$ cat config.mk
export PLATFORM = sky130hd
export DESIGN_NAME = spi_fpga_master_sequencer
export DESIGN_NICKNAME = d
export VERILOG_FILES = /design/src/rtl/spi_fpga_master_sequencer.sv
export SDC_FILE = /design/constraint.sdc
export NUM_CORES = 1
export LEC_CHECK = 0
export CAP_MARGIN = 20
export CORE_ASPECT_RATIO = 2
export CORE_MARGIN = 3
export CORE_UTILIZATION = 40
export CTS_BUF_LIST = sky130_fd_sc_hd__clkbuf_4 sky130_fd_sc_hd__clkbuf_8
export DETAILED_ROUTE_END_ITERATION = 8
export PLACE_DENSITY_LB_ADDON = 0.3
export REMOVE_ABC_BUFFERS = 1
export SETUP_SLACK_MARGIN = 0.02
export SYNTH_ARGS = -nofsm -noshare
export SYNTH_HDL_FRONTEND = slang
export SYNTH_SLANG_ARGS = --single-unit
$ cat constraint.sdc
create_clock -name IN_CLOCK -period 4.1 [get_ports IN_CLOCK]
set_clock_uncertainty 0.1 [all_clocks]
set_input_delay 1.23 -clock IN_CLOCK [delete_from_list [all_inputs] [get_ports IN_CLOCK]]
set_output_delay 1.23 -clock IN_CLOCK [all_outputs]
set_load 0.01 [all_outputs]
$ cat src/rtl/spi_fpga_master_sequencer.sv
// Sequencer in front of SPI_FPGA_MASTER: TX FIFO -> one pack per word -> RX storage.
// Define SPI_SEQ_RX_FIFO_EN for an RX FIFO; otherwise RX is a single overwrite register.
module spi_fpga_master_sequencer #(
    parameter int PACK_LENGTH        = 8,
    parameter int FIFO_DEPTH         = 16,
    parameter int LAUNCH_HOLD_CLOCKS = 5,
    parameter int GAP_CLOCKS         = 4
) (
    input  logic                   IN_CLOCK,
    input  logic                   IN_RESET,
    input  logic                   IN_WRITE,
    input  logic [PACK_LENGTH-1:0] IN_DATA,
    input  logic                   IN_READ,
    output logic [PACK_LENGTH-1:0] OUT_RX_DATA,
    output logic                   OUT_TX_FULL,
    output logic                   OUT_RX_EMPTY,
    output logic                   OUT_TX_OVERFLOW,
    output logic                   OUT_RX_OVERFLOW,
    output logic                   OUT_BUSY,
    output logic [PACK_LENGTH-1:0] OUT_MASTER_DATA,
    output logic                   OUT_LAUNCH,
    input  logic                   IN_MASTER_CS,
    input  logic                   IN_MASTER_ACTION_DONE,
    input  logic [PACK_LENGTH-1:0] IN_MASTER_RECEIVE_DATA
);
    localparam int AW = $clog2(FIFO_DEPTH);
    localparam int CW = AW + 1;
    localparam int HW = (LAUNCH_HOLD_CLOCKS > 0) ? $clog2(LAUNCH_HOLD_CLOCKS + 1) : 1;
    localparam int GW = (GAP_CLOCKS > 0) ? $clog2(GAP_CLOCKS + 1) : 1;

    typedef enum logic [2:0] {
        S_IDLE, S_LOAD, S_LAUNCH, S_WAIT, S_CAPT, S_GAP
    } state_t;

    state_t state_q;
    logic [PACK_LENGTH-1:0] mdata_q;
    logic launch_q, busy_q, cs_seen_q, done_q;
    logic [HW-1:0] hold_q;
    logic [GW-1:0] gap_q;
    logic capture;

    logic [PACK_LENGTH-1:0] tx_mem_q [FIFO_DEPTH];
    logic [AW-1:0] tx_wr_q, tx_rd_q;
    logic [CW-1:0] tx_cnt_q, tx_cnt_d;
    logic tx_full_q, tx_empty_q, tx_ovf_q, tx_push, tx_pop;

    assign tx_push  = IN_WRITE && !tx_full_q;
    assign tx_pop   = (state_q == S_LOAD);
    assign tx_cnt_d = tx_cnt_q + CW'(tx_push) - CW'(tx_pop);
    assign capture  = (state_q == S_CAPT);

    always_ff @(posedge IN_CLOCK) begin
        if (IN_RESET) begin
            tx_wr_q    <= '0;
            tx_rd_q    <= '0;
            tx_cnt_q   <= '0;
            tx_full_q  <= 1'b0;
            tx_empty_q <= 1'b1;
            tx_ovf_q   <= 1'b0;
        end else begin
            if (tx_push) tx_wr_q <= tx_wr_q + AW'(1);
            if (tx_pop)  tx_rd_q <= tx_rd_q + AW'(1);
            tx_cnt_q   <= tx_cnt_d;
            tx_full_q  <= (tx_cnt_d == CW'(FIFO_DEPTH));
            tx_empty_q <= (tx_cnt_d == '0);
            if (IN_WRITE && tx_full_q) tx_ovf_q <= 1'b1;
        end
    end

    always_ff @(posedge IN_CLOCK) begin
        if (tx_push) tx_mem_q[tx_wr_q] <= IN_DATA;
    end

    // done_q tracks the level every cycle so a high level on WAIT entry is not an edge
    always_ff @(posedge IN_CLOCK) begin
        if (IN_RESET) begin
            state_q   <= S_IDLE;
            mdata_q   <= '0;
            launch_q  <= 1'b0;
            busy_q    <= 1'b0;
            cs_seen_q <= 1'b0;
            done_q    <= 1'b0;
            hold_q    <= '0;
            gap_q     <= '0;
        end else begin
            done_q <= IN_MASTER_ACTION_DONE;
            unique case (state_q)
                S_IDLE: begin
                    if (!tx_empty_q) begin
                        state_q <= S_LOAD;
                        busy_q  <= 1'b1;
                    end
                end
                S_LOAD: begin
                    mdata_q   <= tx_mem_q[tx_rd_q];
                    launch_q  <= 1'b1;
                    hold_q    <= '0;
                    cs_seen_q <= 1'b0;
                    state_q   <= S_LAUNCH;
                end
                S_LAUNCH: begin
                    if (cs_seen_q || !IN_MASTER_CS) begin
                        cs_seen_q <= 1'b1;
                        if (hold_q == HW'(LAUNCH_HOLD_CLOCKS - 1)) begin
                            launch_q <= 1'b0;
                            state_q  <= S_WAIT;
                        end else begin
                            hold_q <= hold_q + HW'(1);
                        end
                    end
                end
                S_WAIT: begin
                    if (IN_MASTER_ACTION_DONE && !done_q) state_q <= S_CAPT;
                end
                S_CAPT: begin
                    gap_q   <= '0;
                    state_q <= S_GAP;
                end
                S_GAP: begin
                    if (GAP_CLOCKS <= 1 || gap_q == GW'(GAP_CLOCKS - 1)) begin
                        state_q <= S_IDLE;
                        busy_q  <= 1'b0;
                    end else begin
                        gap_q <= gap_q + GW'(1);
                    end
                end
                default: state_q <= S_IDLE;
            endcase
        end
    end

`ifdef SPI_SEQ_RX_FIFO_EN
    logic [PACK_LENGTH-1:0] rx_mem_q [FIFO_DEPTH];
    logic [AW-1:0] rx_wr_q, rx_rd_q;
    logic [CW-1:0] rx_cnt_q, rx_cnt_d;
    logic rx_full_q, rx_empty_q, rx_ovf_q, rx_push, rx_pop;

    assign rx_push  = capture && !rx_full_q;
    assign rx_pop   = IN_READ && !rx_empty_q;
    assign rx_cnt_d = rx_cnt_q + CW'(rx_push) - CW'(rx_pop);

    always_ff @(posedge IN_CLOCK) begin
        if (IN_RESET) begin
            for (int i = 0; i < FIFO_DEPTH; i++) rx_mem_q[i] <= '0;
            rx_wr_q    <= '0;
            rx_rd_q    <= '0;
            rx_cnt_q   <= '0;
            rx_full_q  <= 1'b0;
            rx_empty_q <= 1'b1;
            rx_ovf_q   <= 1'b0;
        end else begin
            if (rx_push) begin
                rx_mem_q[rx_wr_q] <= IN_MASTER_RECEIVE_DATA;
                rx_wr_q <= rx_wr_q + AW'(1);
            end
            if (rx_pop) rx_rd_q <= rx_rd_q + AW'(1);
            rx_cnt_q   <= rx_cnt_d;
            rx_full_q  <= (rx_cnt_d == CW'(FIFO_DEPTH));
            rx_empty_q <= (rx_cnt_d == '0);
            if (capture && rx_full_q) rx_ovf_q <= 1'b1;
        end
    end

    assign OUT_RX_DATA     = rx_mem_q[rx_rd_q];
    assign OUT_RX_EMPTY    = rx_empty_q;
    assign OUT_RX_OVERFLOW = rx_ovf_q;
`else
    logic [PACK_LENGTH-1:0] rx_reg_q;
    logic rx_empty_q;

    always_ff @(posedge IN_CLOCK) begin
        if (IN_RESET) begin
            rx_reg_q   <= '0;
            rx_empty_q <= 1'b1;
        end else if (capture) begin
            rx_reg_q   <= IN_MASTER_RECEIVE_DATA;
            rx_empty_q <= 1'b0;
        end else if (IN_READ) begin
            rx_empty_q <= 1'b1;
        end
    end

    assign OUT_RX_DATA     = rx_reg_q;
    assign OUT_RX_EMPTY    = rx_empty_q;
    assign OUT_RX_OVERFLOW = 1'b0;
`endif

    assign OUT_TX_FULL     = tx_full_q;
    assign OUT_TX_OVERFLOW = tx_ovf_q;
    assign OUT_BUSY        = busy_q;
    assign OUT_MASTER_DATA = mdata_q;
    assign OUT_LAUNCH      = launch_q;
endmodule

==> results.sh, run 1 <==
export IMPL_status="complete, no violations"
export IMPL_hold_class="register to register"
export IMPL_cp_arrival_ns=3.62
export IMPL_cp_cell_sequence="clkdlybuf4s50_1 -> nor2b_1 -> inv_1 -> ha_1 -> inv_1 -> ha_1 -> fa_1 -> a21o_1 -> a21oi_1 -> xnor2_1 -> nor4b_1"
export IMPL_fin_crit_ns=3.367
export IMPL_synth_compound_area_frac=0.05043
export IMPL_finalHoldViolCount=0
export IMPL_core_area_um2=16930
export IMPL_leakagePower_nw=2.710
export IMPL_htree_levels=4
export IMPL_ant_nets=0
export IMPL_path_class="primary input to register"
export IMPL_yosys_area_share_simple=0.06927
export IMPL_p_seq_frac=0.509
export IMPL_cts_root_buffer="clkbuf_8"
export IMPL_grt_antenna_before_repair=0
export IMPL_synthAdderAreaFrac=0.02800
export IMPL_dpl_cell_area_um2=7662
export IMPL_final_cell_mix="edfxtp_1, dfxtp_1, clkdlybuf4s50_1"
export IMPL_regArea_um2=4766
export IMPL_cts_path_max_buffers=2
export IMPL_crit_path_start="IN_WRITE"
export IMPL_critical_path_max_stage_delay_ns=0.47
export IMPL_cts_reportedPaths_clkPinSlew_ns=0.09
export IMPL_tritoncts="yes"
export IMPL_grt_max_degree=37
export IMPL_synthCells=450
export IMPL_drive_gt1_frac=0.1670
export IMPL_reg2reg_slack_ns=1.03
export IMPL_synth_main_ff_cell="edfxtp_1"
export IMPL_worstSkewPairLatency_ns=0.45
export IMPL_syn_area_um2=6972
export IMPL_viasPerCell=5.350
export IMPL_routabilityCongestion=0.8371
export IMPL_holdPathStages=2
export IMPL_postCtsHoldBufs=0
export IMPL_multiInputGateArea_um2=1969
export IMPL_first_iter_violations=236
export IMPL_cap_violations=0
export IMPL_worst_pin_slew_ns=0.8585
export IMPL_die_width_um=99.35
export IMPL_reg2reg_depth=11
export IMPL_grt_pass1_wl_um=22330
export IMPL_worstPathRequired_ns=4.35
export IMPL_cpMaxStageDelayCell="clkdlybuf4s50_1"
export IMPL_final_common_cell="edfxtp_1"
export IMPL_synth_edff_count=128
export IMPL_synth_xor_area_frac=0.01382
export IMPL_yosysSeqAreaShare=0.6834
export IMPL_cts_resized=0
export IMPL_antenna_cells=0
export IMPL_power_switching_share=0.2810
export IMPL_p_total_mw=4.125
export IMPL_grt_overflow_total=0
export IMPL_synthArstFlopShare=0
export IMPL_min_to="OUT_RX_DATA[3]$_SDFFE_PP0P_"
export IMPL_worstSetupStartpointType="primary input"
export IMPL_reg2reg_from="state_q[1]$_SDFFE_PP0P_"
export IMPL_design_area_um2=8051
export IMPL_ys_types=52
export IMPL_synth_mux_area_frac=0.1204
export IMPL_cp_max_fo=3
export IMPL_wl_um=14330
export IMPL_fp_dieH_um=192.7
export IMPL_reg2reg_to="OUT_TX_FULL$_SDFF_PP0_"
export IMPL_final_setup_viol_count=0
export IMPL_grt_pass1_vias=4116
export IMPL_post_cts_buffers=0
export IMPL_clkPwrFrac=0.278
export IMPL_numCtsBuffers=17
export IMPL_rows=67
export IMPL_place_hpwl_um=10080
export IMPL_fmax_mhz=297.0
export IMPL_maxSlewViolCount=0
export IMPL_clock_sinks=174
export IMPL_min_delay_start="OUT_RX_DATA[3]$_SDFFE_PP0P_"
export IMPL_num_io_pins=44
export IMPL_track_usage=0.1604
export IMPL_start_util=0.4117
export IMPL_wl_per_cell_um=19.68
export IMPL_fin_nets=545
export IMPL_cp_end_kind="register"
export IMPL_tns_ns=0
export IMPL_ys_ff_latch=174
export IMPL_power_per_cell_area_nw_per_um2=512.4
export IMPL_area_delta_synth_final_pct=15.49
export IMPL_first_pass_iters=4
export IMPL_p_switching_mw=1.159
export IMPL_peakVddDrop_mv=0.2224
export IMPL_syn_mean_instance_area_um2=15.49
export IMPL_synth_top_family_by_area="multiplexers"
export IMPL_period_share=0.8212
export IMPL_route_vias_total=3895
export IMPL_port_buffers=42
export IMPL_die_area_um2=19150
export IMPL_drc=0
export IMPL_fill_cells=1478
export IMPL_yosysWarnings=0
export IMPL_combPwrFrac=0.212
export IMPL_rsz0062_at_grt="no"
export IMPL_p_int_mw=2.966
export IMPL_slew_headroom=0.4269
## registers in the layout, indices dropped and copies added, names as in the netlist, 3 cells and up
register	cells
tx_mem_q	128
OUT_MASTER_DATA	8
OUT_RX_DATA	8
tx_cnt_q	5
tx_rd_q	4
tx_wr_q	4
gap_q	3
hold_q	3
state_q	3
## critical path: cells and delay by family
family,cells,cell delay (ns)
adder cells (fa/ha/maj),3,0.89
buffers and inverters,3,0.57
AND/OR/NAND/NOR,2,0.43
AO/OA/AOI/OAI,2,0.37
XOR/XNOR,1,0.12
## layer usage
layer / share of wire / track usage
met1: 0.35 / 0.1567
met2: 0.57 / 0.3073
met3: 0.041 / 0.03582
met4: 0.035 / 0.08206
met5: 0 / 0
## area by class of cell
type | count | area share
inverter | 28 | 0.01305
multi-input combinational | 226 | 0.2446
tap | 207 | 0.03217
clock buffer | 19 | 0.03170
sequential | 174 | 0.5919
clock inverter | 13 | 0.01663
timing repair buffer | 61 | 0.06993
## synthesized netlist by cell type (3+ instances only)
library cell | number | area [um2]
edfxtp_1 | 128 | 3844
nor2_1 | 41 | 153.9
nand3_1 | 3 | 15.01
mux2i_1 | 10 | 100.1
clkbuf_1 | 9 | 33.78
mux4_2 | 30 | 675.7
xnor2_1 | 4 | 35.03
buf_6 | 3 | 33.78
a211o_1 | 7 | 61.31
nand2b_1 | 4 | 25.02
xor2_1 | 7 | 61.31
a21oi_1 | 21 | 105.1
inv_1 | 20 | 75.07
o22ai_1 | 8 | 50.05
nor2b_1 | 8 | 50.05
clkinv_1 | 8 | 30.03
o21ai_0 | 6 | 30.03
dfxtp_1 | 46 | 920.9
nand2_1 | 25 | 93.84
ha_1 | 14 | 175.2
buf_2 | 5 | 25.02
nor3_1 | 8 | 40.04
## power groups by stage
stage | registers, mW | logic (mW) | clock network (mW)
after floorplan | 2.18 | 0.526 | 0
after global placement | 2.14 | 0.869 | 0
after detailed placement | 2.14 | 0.892 | 0
after CTS | 2.10 | 0.896 | 1.19
after global routing | 2.12 | 0.967 | 1.25
final | 2.10 | 0.877 | 1.15
## logic make-up (layout without fill, tap and decap cells)
logic type                 count (synthesis)  in the layout
adders and majority gates                 15             15
xor gates and xnor gates                  11             11
AOI/OAI and AO/OA                         55             55
muxes                                     43             43
and+or+nand+nor                          101            101
buffers and inverters                     50            121
DFF                                      174            174
other                                      1              1
## stage by stage
stage / utilization / hold WS (ns) / cells / worst slack, ns
2_1_floorplan: - / 0.3549 / 428 / 0.6169
3_3_place_gp: 0.4525 / 0.3409 / 696 / 0.3318
3_5_place_dp: 0.4525 / 0.3511 / 696 / 0.2623
4_1_cts: 0.4755 / 0.3650 / 728 / 0.7473
5_1_grt: 0.4755 / 0.3814 / 728 / 0.6105
6_report: 0.4755 / 0.3613 / 728 / 0.7332
## how the worst max path moves through the flow
stage | endpoint | depth (start not counted)
after floorplan | tx_empty_q$_SDFF_PP1_ | 10
after global placement | tx_empty_q$_SDFF_PP1_ | 11
after detailed placement | tx_empty_q$_SDFF_PP1_ | 11
after CTS | OUT_TX_FULL$_SDFF_PP0_ | 11
after global routing | OUT_TX_FULL$_SDFF_PP0_ | 11
final | OUT_TX_FULL$_SDFF_PP0_ | 11
No activity file was read; power rests on OpenSTA's default activity.
==> inputs of run 2 (changes only) <==
==> constraint.sdc (replaced) <==
create_clock -name IN_CLOCK -period 3.27 [get_ports IN_CLOCK]
set_clock_uncertainty 0.1 [all_clocks]
set_input_delay 0.981 -clock IN_CLOCK [delete_from_list [all_inputs] [get_ports IN_CLOCK]]
set_output_delay 0.981 -clock IN_CLOCK [all_outputs]
set_load 0.01 [all_outputs]
==> results.sh, run 2 (same netlist as run 1, synthesis figures left out) <==
export IMPL_status="complete, no violations"
export IMPL_peakVddDrop_mv=0.2968
export IMPL_fp_dieH_um=192.7
export IMPL_use_met2=0.2982
export IMPL_fill_cells=1458
export IMPL_ant_nets=0
export IMPL_finalHoldViolCount=0
export IMPL_tns_ns=0
export IMPL_final_cells=733
export IMPL_place_hpwl_um=9930
export IMPL_fin_util=0.4798
export IMPL_maxSlewViolCount=0
export IMPL_p_seq_frac=0.496
export IMPL_cts_path_max_buffers=2
export IMPL_cp_cell_sequence="clkdlybuf4s50_1 -> nor2b_1 -> inv_1 -> ha_1 -> inv_1 -> ha_1 -> fa_1 -> a21o_1 -> a21oi_1 -> xnor2_1 -> a31o_2"
export IMPL_hold_class="register to register"
export IMPL_critical_path_max_stage_delay_ns=0.47
export IMPL_final_cell_mix="edfxtp_1, dfxtp_1, clkdlybuf4s50_1"
export IMPL_drive_gt1_frac=0.1787
export IMPL_antenna_cells=0
export IMPL_cp_max_fo=3
export IMPL_htree_levels=4
export IMPL_dpl_cell_area_um2=7712
export IMPL_core_area_um2=16930
export IMPL_viasPerCell=5.267
export IMPL_cts_reportedPaths_clkPinSlew_ns=0.08
export IMPL_track_usage=0.1568
export IMPL_leakagePower_nw=2.748
export IMPL_num_io_pins=44
export IMPL_dp_cells=701
export IMPL_die_width_um=99.35
export IMPL_power_switching_share=0.2814
export IMPL_power_per_cell_area_nw_per_um2=651.1
export IMPL_pre_cts_ws_ns=-0.4114
export IMPL_numCtsBuffers=17
export IMPL_drc=0
export IMPL_first_pass_iters=4
export IMPL_final_common_cell="edfxtp_1"
export IMPL_start_util=0.4117
export IMPL_regMostFlops="tx_mem_q"
export IMPL_cp_end_kind="register"
export IMPL_clock_sinks=174
export IMPL_first_iter_violations=143
export IMPL_rsz0062_at_grt="no"
export IMPL_port_buffers=42
export IMPL_grt_antenna_before_repair=0
export IMPL_largest_reg_flops=128
export IMPL_design_area_um2=8125
export IMPL_clkPwrFrac=0.289
export IMPL_tritoncts="yes"
export IMPL_grt_use_met3=0.03437
export IMPL_fin_nets=550
export IMPL_p_total_mw=5.290
export IMPL_use_met1=0.1612
export IMPL_die_area_um2=19150
export IMPL_worstSetupStartpointType="primary input"
export IMPL_cpMaxStageDelayCell="clkdlybuf4s50_1"
export IMPL_rows=67
export IMPL_period_share=0.9529
export IMPL_fmax_mhz=320.9
export IMPL_p_int_mw=3.801
export IMPL_fin_crit_ns=3.116
export IMPL_slew_headroom=0.5173
export IMPL_combPwrFrac=0.215
export IMPL_routabilityCongestion=0.7776
export IMPL_route_vias_total=3861
export IMPL_grt_overflow_total=0
export IMPL_worstSkewPairLatency_ns=0.46
export IMPL_wl_per_cell_um=19.17
export IMPL_grt_most_used_layer="met2"
export IMPL_worst_pin_slew_ns=0.7218
export IMPL_path_class="primary input to register"
export IMPL_cts_root_buffer="clkbuf_8"
export IMPL_cp_arrival_ns=3.36
export IMPL_whs_ns=0.3587
export IMPL_grt_pass1_wl_um=22090
export IMPL_worstPathRequired_ns=3.51
export IMPL_final_setup_viol_count=0
export IMPL_cap_violations=0
export IMPL_wl_um=14050
export IMPL_grt_max_degree=37
export IMPL_area_delta_synth_final_pct=16.55
export IMPL_grt_pass1_vias=4049
export IMPL_p_switching_mw=1.489
export IMPL_final_setup_worst_slack_ns=0.1542
run 2: critical path, delay by kind of cell:
| family | cells | cell delay [ns] |
|---|---|---|
| buffers and inverters | 3 | 0.57 |
| and+or+nand+nor | 1 | 0.18 |
| adders and majority gates | 3 | 0.85 |
| AOI/OAI and AO/OA | 3 | 0.62 |
| xor gates and xnor gates | 1 | 0.14 |
run 2: worst paths after layout:
check / start / end / slack [ns] / cells after the start
worst max-delay path: IN_WRITE / tx_empty_q$_SDFF_PP1_ / 0.15 / 11
worst min-delay path: OUT_RX_DATA[6]$_SDFFE_PP0P_ / OUT_RX_DATA[6]$_SDFFE_PP0P_ / 0.36 / 2
worst max register to register: state_q[1]$_SDFFE_PP0P_ / tx_empty_q$_SDFF_PP1_ / 0.29 / 11
worst min register to register: OUT_RX_DATA[6]$_SDFFE_PP0P_ / OUT_RX_DATA[6]$_SDFFE_PP0P_ / 0.36 / 2
run 2: repair_timing:
action,CTS,global route
buffers inserted,0,0
resized for setup,0,1
hold buffers,0,0
setup endpoints to repair,0,1
run 2: area by class of cell:
class | count | area, um2 | share of cell area
Sequential cell | 174 | 4766 | 0.5865
Multi-Input combinational cell | 226 | 1976 | 0.2431
Timing Repair Buffer | 66 | 613.1 | 0.07545
Tap cell | 207 | 259.0 | 0.03188
Clock buffer | 17 | 234.0 | 0.02880
Clock inverter | 15 | 172.7 | 0.02125
Inverter | 28 | 105.1 | 0.01294
run 2: layer usage:
layer,share of wire,vias to the layer above,wire (um)
met5,0,-,0
met4,0.032,0,450
met3,0.035,28,498
met2,0.57,88,7982
met1,0.36,1944,5117
li1,-,1801,-
run 2: power groups by stage:
| stage | Clock, mW | Sequential, mW | Combinational (mW) |
|---|---|---|---|
| 2_1_floorplan | 0 | 2.74 | 0.659 |
| 3_3_place_gp | 0 | 2.67 | 1.12 |
| 3_5_place_dp | 0 | 2.68 | 1.14 |
| 4_1_cts | 1.57 | 2.63 | 1.15 |
| 5_1_grt | 1.65 | 2.64 | 1.26 |
| 6_report | 1.53 | 2.62 | 1.14 |
==> inputs of run 3 (changes only) <==
--- a/config.mk
+++ b/config.mk
@@ -9,7 +9,7 @@
 export CORE_ASPECT_RATIO = 2
 export CORE_MARGIN = 3
 export CORE_UTILIZATION = 40
-export CTS_BUF_LIST = sky130_fd_sc_hd__clkbuf_4 sky130_fd_sc_hd__clkbuf_8
+export CTS_BUF_LIST = sky130_fd_sc_hd__clkbuf_8 sky130_fd_sc_hd__clkbuf_16
 export DETAILED_ROUTE_END_ITERATION = 8
 export PLACE_DENSITY_LB_ADDON = 0.3
 export REMOVE_ABC_BUFFERS = 1
==> results.sh, run 3 (same netlist as run 1, synthesis figures left out) <==
export IMPL_worstPathRequired_ns=3.48
export IMPL_cap_violations=0
export IMPL_largest_reg_flops=128
export IMPL_cp_max_fo=3
export IMPL_port_buffers=42
export IMPL_status="complete, no violations"
export IMPL_path_class="primary input to register"
export IMPL_finalHoldViolCount=0
export IMPL_routabilityCongestion=0.7776
export IMPL_regMostFlops="tx_mem_q"
export IMPL_tritoncts="yes"
export IMPL_cts_reportedPaths_clkPinSlew_ns=0.06
export IMPL_crit_buf_inv=3
export IMPL_area_delta_synth_final_pct=19.38
export IMPL_postCtsHoldBufs=0
export IMPL_critical_path_max_stage_delay_ns=0.47
export IMPL_cts_root_buffer="clkbuf_16"
export IMPL_period_share=0.9608
export IMPL_cp_cell_sequence="clkdlybuf4s50_1 -> nor2b_2 -> inv_1 -> ha_1 -> inv_1 -> ha_1 -> fa_1 -> a21o_1 -> a21oi_1 -> xnor2_1 -> a31o_2"
export IMPL_drive_gt1_frac=0.1825
export IMPL_cp_top_family="adder cells"
export IMPL_first_iter_violations=177
export IMPL_die_area_um2=19150
export IMPL_grt_overflow_total=0
export IMPL_num_io_pins=44
export IMPL_route_vias_total=3871
export IMPL_antenna_cells=0
export IMPL_fin_nets=550
export IMPL_track_usage=0.1600
export IMPL_place_hpwl_um=9930
export IMPL_wl_um=14270
export IMPL_rows=67
export IMPL_grt_antenna_before_repair=0
export IMPL_worstSetupStartpointType="primary input"
export IMPL_die_width_um=99.35
export IMPL_ant_nets=0
export IMPL_numCtsBuffers=17
export IMPL_first_pass_iters=4
export IMPL_leakagePower_nw=2.838
export IMPL_peakVddDrop_mv=0.3372
export IMPL_slew_headroom=0.5311
export IMPL_grt_max_degree=37
export IMPL_dpl_cell_area_um2=7712
export IMPL_cpMaxStageDelayCell="clkdlybuf4s50_1"
export IMPL_worst_pin_slew_ns=0.7012
export IMPL_hold_class="register to register"
export IMPL_clock_sinks=174
export IMPL_final_common_cell="edfxtp_1"
export IMPL_cts_path_max_buffers=2
export IMPL_cp_end_kind="register"
export IMPL_power_per_cell_area_nw_per_um2=695.7
export IMPL_maxSlewViolCount=0
export IMPL_core_area_um2=16930
export IMPL_start_util=0.4117
export IMPL_grt_pass1_wl_um=22410
export IMPL_fin_crit_ns=3.142
export IMPL_worstSkewPairLatency_ns=0.43
export IMPL_drc=0
export IMPL_final_cell_mix="edfxtp_1, dfxtp_1, clkdlybuf4s50_1"
export IMPL_final_setup_viol_count=0
export IMPL_fmax_mhz=318.3
export IMPL_wl_per_cell_um=19.47
export IMPL_design_area_um2=8323
export IMPL_cp_arrival_ns=3.35
export IMPL_fp_dieH_um=192.7
export IMPL_htree_levels=4
export IMPL_viasPerCell=5.281
export IMPL_p_total_mw=5.790
export IMPL_grt_pass1_vias=4075
==> run 3: cell types whose count changed in the layout (fill, tap and decap cells not counted) <==
cell       change
bufinv_16      -2
clkbuf_16     +19
clkbuf_8      -17
nor2b_1        -1
nor2b_2        +1
nor3_1         -1
nor3_2         +1
nor4b_2        -1
nor4b_4        +1
==> run 3: layout make-up <==
class / count / area (um2)
timing repair buffer: 66 / 613.1
fill: 1428 / 8611
tap: 207 / 259.0
clock inverter: 13 / 112.6
inverter: 28 / 105.1
multi-input combinational: 226 / 1992
sequential: 174 / 4766
clock buffer: 19 / 475.5
==> run 3: tightest hold or removal path, cell delays in order (launching register included) <==
cell,delay (ns)
dfxtp_1,0.31
nand2_1,0.05
a21oi_1,0.05
==> run 3: what timing repair did <==
item,in CTS,in global routing
resized for setup,0,4
endpoints found under the setup margin,0,1
buffers inserted,0,0
==> run 3: layer usage <==
metal  global-route usage  share of wire  wire length, um  up-vias
met5                    0              0                0        -
li1                     -              -                -     1798
met1               0.1637           0.35             5017     1941
met2               0.3013           0.57             8145      102
met4              0.08469          0.033              478        0
met3              0.03003          0.044              628       30
==> run 3: worst paths after layout <==
kind / slack [ns] / from / cells past startpoint / endpoint
max: 0.13 / IN_WRITE / 11 / tx_empty_q$_SDFF_PP1_
min: 0.35 / OUT_RX_DATA[6]$_SDFFE_PP0P_ / 2 / OUT_RX_DATA[6]$_SDFFE_PP0P_
max reg2reg: 0.29 / state_q[1]$_SDFFE_PP0P_ / 11 / tx_empty_q$_SDFF_PP1_
min reg2reg: 0.35 / OUT_RX_DATA[6]$_SDFFE_PP0P_ / 2 / OUT_RX_DATA[6]$_SDFFE_PP0P_
==> run 3: power breakdown <==
group | switching (mW) | internal, mW
combinational | 0.599 | 0.584
clock | 0.888 | 1.09
sequential | 0.0981 | 2.53
==> run 3: metrics by stage <==
step                      hold slack (ns)  setup TNS, ns  cells    util  setup WS, ns
after global placement             0.3417        -0.5350    701  0.4554       -0.2151
after floorplan                    0.3549              0    428       -       0.03595
after CTS                          0.3607              0    733  0.4902       0.03922
after detailed placement           0.3517        -0.8706    701  0.4554       -0.4114
after global routing               0.3805      -0.008031    733  0.4915     -0.004422
final                              0.3548              0    733  0.4915        0.1282
